### config.mk
export PLATFORM = sky130hd
export DESIGN_NAME = vehicle_detector
export DESIGN_NICKNAME = d
export VERILOG_FILES = /design/src/rtl/vehicle_det_pkg.sv /design/src/rtl/sync_2ff.sv /design/src/rtl/vehicle_detector.sv
export SDC_FILE = /design/constraint.sdc
export NUM_CORES = 1
export LEC_CHECK = 0
export CAP_MARGIN = 15
export CORE_AREA = 2 2 56 68
export CTS_BUF_LIST = sky130_fd_sc_hd__clkbuf_4 sky130_fd_sc_hd__clkbuf_8
export DETAILED_ROUTE_END_ITERATION = 7
export DIE_AREA = 0 0 58 70
export GPL_TIMING_DRIVEN = 0
export PLACE_DENSITY = 0.71
export SYNTH_ARGS = -nofsm -noshare
export SYNTH_HDL_FRONTEND = slang
export SYNTH_SLANG_ARGS = --single-unit
### constraint.sdc
create_clock -name clk -period 3 [get_ports clk]
set_clock_uncertainty 0.1 [all_clocks]
set_input_delay 0.45 -clock clk [delete_from_list [all_inputs] [get_ports clk]]
set_output_delay 0.45 -clock clk [all_outputs]
set_load 0.05 [all_outputs]
### src/rtl/vehicle_det_pkg.sv
// -----------------------------------------------------------------------------
// vehicle_det_pkg
//   Shared types and default constants for the country-road vehicle detector.
//   - vdet_state_t      : detector FSM state (2-bit encoding)
//   - VDET_DEBOUNCE_DEF : default number of qualifying samples
//   - VDET_WAIT_W_DEF   : default width of the wait counter
//   - VDET_STARVE_DEF   : default starvation threshold in wait cycles
// -----------------------------------------------------------------------------
package vehicle_det_pkg;

  typedef enum logic [1:0] {
    IDLE    = 2'd0,
    QUALIFY = 2'd1,
    REQUEST = 2'd2,
    SERVED  = 2'd3
  } vdet_state_t;

  localparam int VDET_DEBOUNCE_DEF = 4;
  localparam int VDET_WAIT_W_DEF   = 16;
  localparam int VDET_STARVE_DEF   = 1000;

endpackage : vehicle_det_pkg

### src/rtl/sync_2ff.sv
// -----------------------------------------------------------------------------
// sync_2ff
//   Generic two-flop synchroniser for bringing asynchronous level signals into
//   the clk domain. Both stages clear on synchronous active-low reset.
//   Ports:
//     clk     - destination clock, rising edge
//     reset_n - synchronous active-low reset
//     d       - asynchronous input (WIDTH bits)
//     q       - synchronised output, two clk edges after d settles
// -----------------------------------------------------------------------------
module sync_2ff #(
  parameter int WIDTH = 1
) (
  input  logic             clk,
  input  logic             reset_n,
  input  logic [WIDTH-1:0] d,
  output logic [WIDTH-1:0] q
);

  logic [WIDTH-1:0] meta_q;
  logic [WIDTH-1:0] sync_q;

  // First stage may go metastable; the second stage gives it a full cycle to
  // resolve before anything downstream looks at the value.
  always_ff @(posedge clk) begin
    if (!reset_n) begin
      meta_q <= '0;
      sync_q <= '0;
    end else begin
      meta_q <= d;
      sync_q <= meta_q;
    end
  end

  assign q = sync_q;

endmodule : sync_2ff

### src/rtl/vehicle_detector.sv
// -----------------------------------------------------------------------------
// vehicle_detector
//   Front end for the highway/country traffic controller. Synchronises and
//   debounces the country-road loop sensor, then latches a request until the
//   controller acknowledges it by showing country green.
//
//   Optional feature macro: VEHICLE_DET_STARVE_EN
//     defined   -> adds the 'starve' output, set once a request has waited
//                  STARVE_LIMIT cycles, cleared when REQUEST is left
//     undefined -> no 'starve' port and no comparator
//
//   Parameters:
//     DEBOUNCE_CYCLES - consecutive high samples needed to qualify (2..255)
//     WAIT_W          - width of wait_count
//     STARVE_LIMIT    - starvation threshold, must be < 2**WAIT_W
//   Ports:
//     clk        - system clock, rising edge
//     reset_n    - synchronous active-low reset
//     sys_en     - system enable, 0 forces idle and clears counters
//     loop_raw   - asynchronous raw loop sensor, 1 = metal present
//     gc         - controller green-country, used as acknowledge
//     rc         - controller red-country
//     vehicle    - registered request to the controller
//     waiting    - 1 while in REQUEST
//     wait_count - cycles spent in the current or most recent REQUEST
//     starve     - starvation flag (only with VEHICLE_DET_STARVE_EN)
// -----------------------------------------------------------------------------
module vehicle_detector
  import vehicle_det_pkg::*;
#(
  parameter int DEBOUNCE_CYCLES = VDET_DEBOUNCE_DEF,
  parameter int WAIT_W          = VDET_WAIT_W_DEF,
  parameter int STARVE_LIMIT    = VDET_STARVE_DEF
) (
  input  logic              clk,
  input  logic              reset_n,
  input  logic              sys_en,
  input  logic              loop_raw,
  input  logic              gc,
  input  logic              rc,
  output logic              vehicle,
  output logic              waiting,
  output logic [WAIT_W-1:0] wait_count
`ifdef VEHICLE_DET_STARVE_EN
  ,
  output logic              starve
`endif
);

  localparam logic [7:0]        DB_LAST  = 8'(DEBOUNCE_CYCLES - 1);
  localparam logic [WAIT_W-1:0] WAIT_MAX = {WAIT_W{1'b1}};

  logic              loop_s;

  vdet_state_t       state_q, state_d;
  logic [7:0]        db_cnt_q, db_cnt_d;
  logic [WAIT_W-1:0] wait_count_q, wait_count_d;
  logic              vehicle_q, vehicle_d;
  logic              waiting_q, waiting_d;

  sync_2ff #(
    .WIDTH (1)
  ) u_loop_sync (
    .clk     (clk),
    .reset_n (reset_n),
    .d       (loop_raw),
    .q       (loop_s)
  );

  // Next-state logic. sys_en low overrides everything, including a gc that
  // arrives on the same edge. wait_count counts every cycle spent in REQUEST,
  // so the edge that leaves REQUEST still adds the final cycle.
  always_comb begin
    state_d      = state_q;
    db_cnt_d     = db_cnt_q;
    wait_count_d = wait_count_q;

    if (!sys_en) begin
      state_d      = IDLE;
      db_cnt_d     = '0;
      wait_count_d = '0;
    end else begin
      unique case (state_q)
        IDLE: begin
          if (loop_s) begin
            state_d  = QUALIFY;
            db_cnt_d = 8'd1;
          end
        end
        QUALIFY: begin
          if (!loop_s) begin
            state_d  = IDLE;
            db_cnt_d = '0;
          end else if (db_cnt_q == DB_LAST) begin
            state_d      = REQUEST;
            db_cnt_d     = '0;
            wait_count_d = '0;
          end else begin
            db_cnt_d = db_cnt_q + 8'd1;
          end
        end
        REQUEST: begin
          if (wait_count_q != WAIT_MAX) begin
            wait_count_d = wait_count_q + 1'b1;
          end
          if (gc) begin
            state_d = SERVED;
          end
        end
        SERVED: begin
          // Wait for the controller to hand the road back before re-arming,
          // so a car still sitting on the loop re-qualifies from scratch.
          if (!gc && rc) begin
            state_d = IDLE;
          end
        end
        default: begin
          state_d = IDLE;
        end
      endcase
    end

    vehicle_d = (state_d == REQUEST);
    waiting_d = (state_d == REQUEST);
  end

`ifdef VEHICLE_DET_STARVE_EN
  localparam logic [WAIT_W-1:0] STARVE_LIM_W = WAIT_W'(STARVE_LIMIT);

  logic starve_q, starve_d;

  // Saturation keeps wait_count at or above the limit, so the flag holds for
  // the rest of the request and drops as soon as REQUEST is left.
  always_comb begin
    starve_d = (state_d == REQUEST) && (wait_count_d >= STARVE_LIM_W);
  end

  always_ff @(posedge clk) begin
    if (!reset_n) begin
      starve_q <= 1'b0;
    end else begin
      starve_q <= starve_d;
    end
  end

  assign starve = starve_q;
`else
  localparam int unused_starve_limit = STARVE_LIMIT;
`endif

  // Detector FSM and its registered outputs.
  always_ff @(posedge clk) begin
    if (!reset_n) begin
      state_q      <= IDLE;
      db_cnt_q     <= '0;
      wait_count_q <= '0;
      vehicle_q    <= 1'b0;
      waiting_q    <= 1'b0;
    end else begin
      state_q      <= state_d;
      db_cnt_q     <= db_cnt_d;
      wait_count_q <= wait_count_d;
      vehicle_q    <= vehicle_d;
      waiting_q    <= waiting_d;
    end
  end

  assign vehicle    = vehicle_q;
  assign waiting    = waiting_q;
  assign wait_count = wait_count_q;

endmodule : vehicle_detector

==> flow_summary_export.csv <==
group,metric,value,unit
setup_path,reg2reg_depth,6,
routing,drt-vias-per-instance,5.36,
floorplanning,die_height,70,µm
setup_path,path_cells,"ha_1 -> or4b_4 -> or3_2 -> nand3_1 -> or4_1 -> nand2_1",
place,gp_congestion,0.786,
final_layout,final_cells,246,
setup_path,crit_required,3.07,ns
setup_path,crit_slowest_cell,"or3_2",
job,maxCapViolCount,0,
clock_tree,cts_resized,0,
floorplanning,fp-row-count,24,
clock_tree,htreeDepth,2,
final_layout,final_core_util,53.3,%
timing,finalCritPeriodShare,80.5,%
setup_path,critical_path.max_stage_delay,0.56,ns
pwr,worst_ir_drop_vdd,435,µV
setup_path,end_kind,"flop",
setup_path,start_kind,"flop",
routing,drc,0,
final_layout,final_common_cell,"dfxtp_1",
place,dp.final_hpwl,2190,µm
setup_path,cp_max_fo,7,
final_layout,drive_gt1_share,10.6,%
clock_tree,cts.hold.buffers_added,0,
routing,wire_per_inst,12.3,µm
logic_synthesis,syn_inst,176,
outcome,run_status,"complete, no violations",
grt,grt_max_degree,11,
timing,hold_viol,0,
logic_synthesis,syn_area,1480,µm²
clock_tree,cts.clk_slew.worst_paths,0.07,ns
timing,max_freq,0.414,GHz
logic_synthesis,synth-seq-area-share,39.4,%
clock_tree,tritoncts.num_buffers,5,
clock_tree,clkSinkCount,29,
timing,finalCriticalPeriod,2.41,ns
pwr,power_frac_seq,51.1,%
timing,max_slew_margin,63.2,%
logic_synthesis,avgSynthCellArea,8.38,µm²
clock_tree,clockBufferDepth,2,
final_layout,area_growth,25.8,%
place,place_area,1750,µm²
pwr,p_int,604,µW
timing,slew_violations,0,
place,port-buffer-count,23,
floorplanning,die_area,4060,µm²
setup_path,cp_data_arrival_time,2.49,ns
final_layout,fillers,348,
pwr,p_switching,156,µW
clock_tree,cts_setup_buffers,0,
timing,setup_viol_count_final,0,
grt,first_global_vias,1200,
pwr,p_clk_share,46.0,%
final_layout,final_cell_mix,"29 x dfxtp_1, 28 x nor2_1, 23 x clkdlybuf4s50_1",
logic_synthesis,yosysWarnings,0,
pwr,switching_share,20.6,%
routing,final_antenna_net_count,0,
clock_tree,cts_root_buffer,"clkbuf_8",
logic_synthesis,yosysTopAreaCell,"dfxtp_1",
min_path,hp-class,"flop to flop",
routing,vias,1319,
timing,tns,0,ns
logic_synthesis,syn_nets,184,
floorplanning,core,3480,µm²
routing,first_pass_iters,4,
pwr,p_comb_share,2.9,%
pwr,p_leak,0.000639,µW
clock_tree,cts_tree,"done",
routing,wirelength,3040,µm
final_layout,design_area,1860,µm²
grt,antenna_found_initial,0,
routing,dr.first_iter.drc_count,46,
place,dp.cells,238,
logic_synthesis,synth_top_area_share,39.4,%
min_path,whs_path_depth,1,
grt,grt_overflow,0,
final_layout,nNetsFinal,214,
timing,rsz0062_at_grt,"no",
floorplanning,die_x,58,µm
floorplanning,io_pins,24,
grt,grt_pass1_wl,5260,µm
grt,grtUsageTotal,16.7,%
timing,max_slew.worst_pin.slew,0.551,ns
logic_synthesis,ys_types,42,
logic_synthesis,ys_ff_latch,29,
final_layout,diodes,0,
pwr,cellPowerDensity,410,nW/µm²
setup_path,path_class,"flop to flop",
floorplanning,start_util,42.3,%
clock_tree,clock_latency,0.28,ns
logic_synthesis,synthTopCellsByArea,"dfxtp_1 39%, nor2_1 7.1%, xor2_1 4.7%",
layer usage:
metal | part of all wire (%) | vias up | global-route usage (%)
met5 | 0 | - | 0
met4 | 1.3 | 0 | 7.24
met3 | 4.0 | 4 | 5.00
met2 | 49 | 25 | 25.9
met1 | 46 | 606 | 21.1
li1 | - | 684 | -
cell families after synthesis:
logic type                 share of synthesized area, %
xor gates and xnor gates                           7.72
AOI/OAI and AO/OA                                  13.9
adders and majority gates                          1.70
buffers and inverters                              4.41
DFF                                                39.4
muxes                                              1.44
and+or+nand+nor                                    31.5
critical path: cells and delay by family, from the launching register on:
kind,cells,cell delay [ns]
and+or+nand+nor,5,1.53
adders and majority gates,1,0.25
DFF,1,0.43
stage by stage:
step	setup slack, ns	total power [µW]	hold slack, ns
finish	0.586	760	0.340
global route	0.441	798	0.391
CTS	0.585	772	0.340
detailed placement	0.601	419	0.331
global placement	0.595	419	0.320
floorplan	0.586	407	0.312
power groups by stage:
| stage | clock network, µW | logic (µW) | registers [µW] |
|---|---|---|---|
| 6_report | 350 | 21.8 | 389 |
| 5_1_grt | 385 | 24.1 | 389 |
| 4_1_cts | 361 | 22.0 | 389 |
| 3_5_place_dp | 0 | 21.9 | 397 |
| 3_3_place_gp | 0 | 22.0 | 397 |
| 2_1_floorplan | 0 | 10.9 | 397 |
synth_stat cells:
| cell type | instances |
|---|---|
| or3_1 | 3 |
| a31oi_1 | 2 |
| o31ai_4 | 1 |
| nand3_1 | 9 |
| o211ai_1 | 4 |
| o21bai_1 | 1 |
| clkbuf_2 | 1 |
| and2_2 | 1 |
| a21oi_1 | 9 |
| and2_1 | 3 |
| nand4_1 | 6 |
| nor2_1 | 28 |
| buf_4 | 1 |
| nand2b_1 | 1 |
| or4b_4 | 1 |
| nor2b_1 | 1 |
| and3_1 | 4 |
| nor4_1 | 2 |
| dfxtp_1 | 29 |
| mux2_2 | 1 |
| o21ai_0 | 5 |
| ha_1 | 2 |
| nand2_1 | 17 |
| xnor2_1 | 5 |
| o31a_2 | 1 |
| a22oi_1 | 4 |
| or4_1 | 2 |
| or3_2 | 2 |
| o21ai_2 | 1 |
| and2b_1 | 1 |
| nor4_4 | 1 |
| inv_1 | 4 |
| xor2_1 | 8 |
| and4_1 | 1 |
| nand3b_1 | 1 |
| a211oi_1 | 2 |
| nand4b_1 | 1 |
| clkbuf_1 | 2 |
| buf_6 | 2 |
| clkbuf_4 | 1 |
| nor3_1 | 4 |
| mux2i_1 | 1 |
final timing paths:
| check | from | endpoint | slack (ns) |
|---|---|---|---|
| worst max-delay path | db_cnt_q[0] | wait_count[11] | 0.59 |
| worst min-delay path | u_loop_sync.meta_q | u_loop_sync.q | 0.34 |
| worst max register to register | db_cnt_q[0] | wait_count[11] | 0.59 |
| worst min register to register | u_loop_sync.meta_q | u_loop_sync.q | 0.34 |
flip-flops by register name (all words and copies together), names as in the netlist:
name                count
u_loop_sync.q           1
waiting                 1
state_q                 2
wait_count             16
db_cnt_q                8
u_loop_sync.meta_q      1
final cells by class:
class	count	area [µm²]	share of cell area (%)
tap	39	48.8	2.63
timing repair buffer	23	230	12.4
clock inverter	1	5.00	0.270
inverter	4	15.0	0.809
sequential	29	581	31.3
clock buffer	7	96.3	5.19
multi-input combinational	136	830	44.7
buffer	7	50.0	2.70
Note: power is estimated with default switching activity, not from simulation.
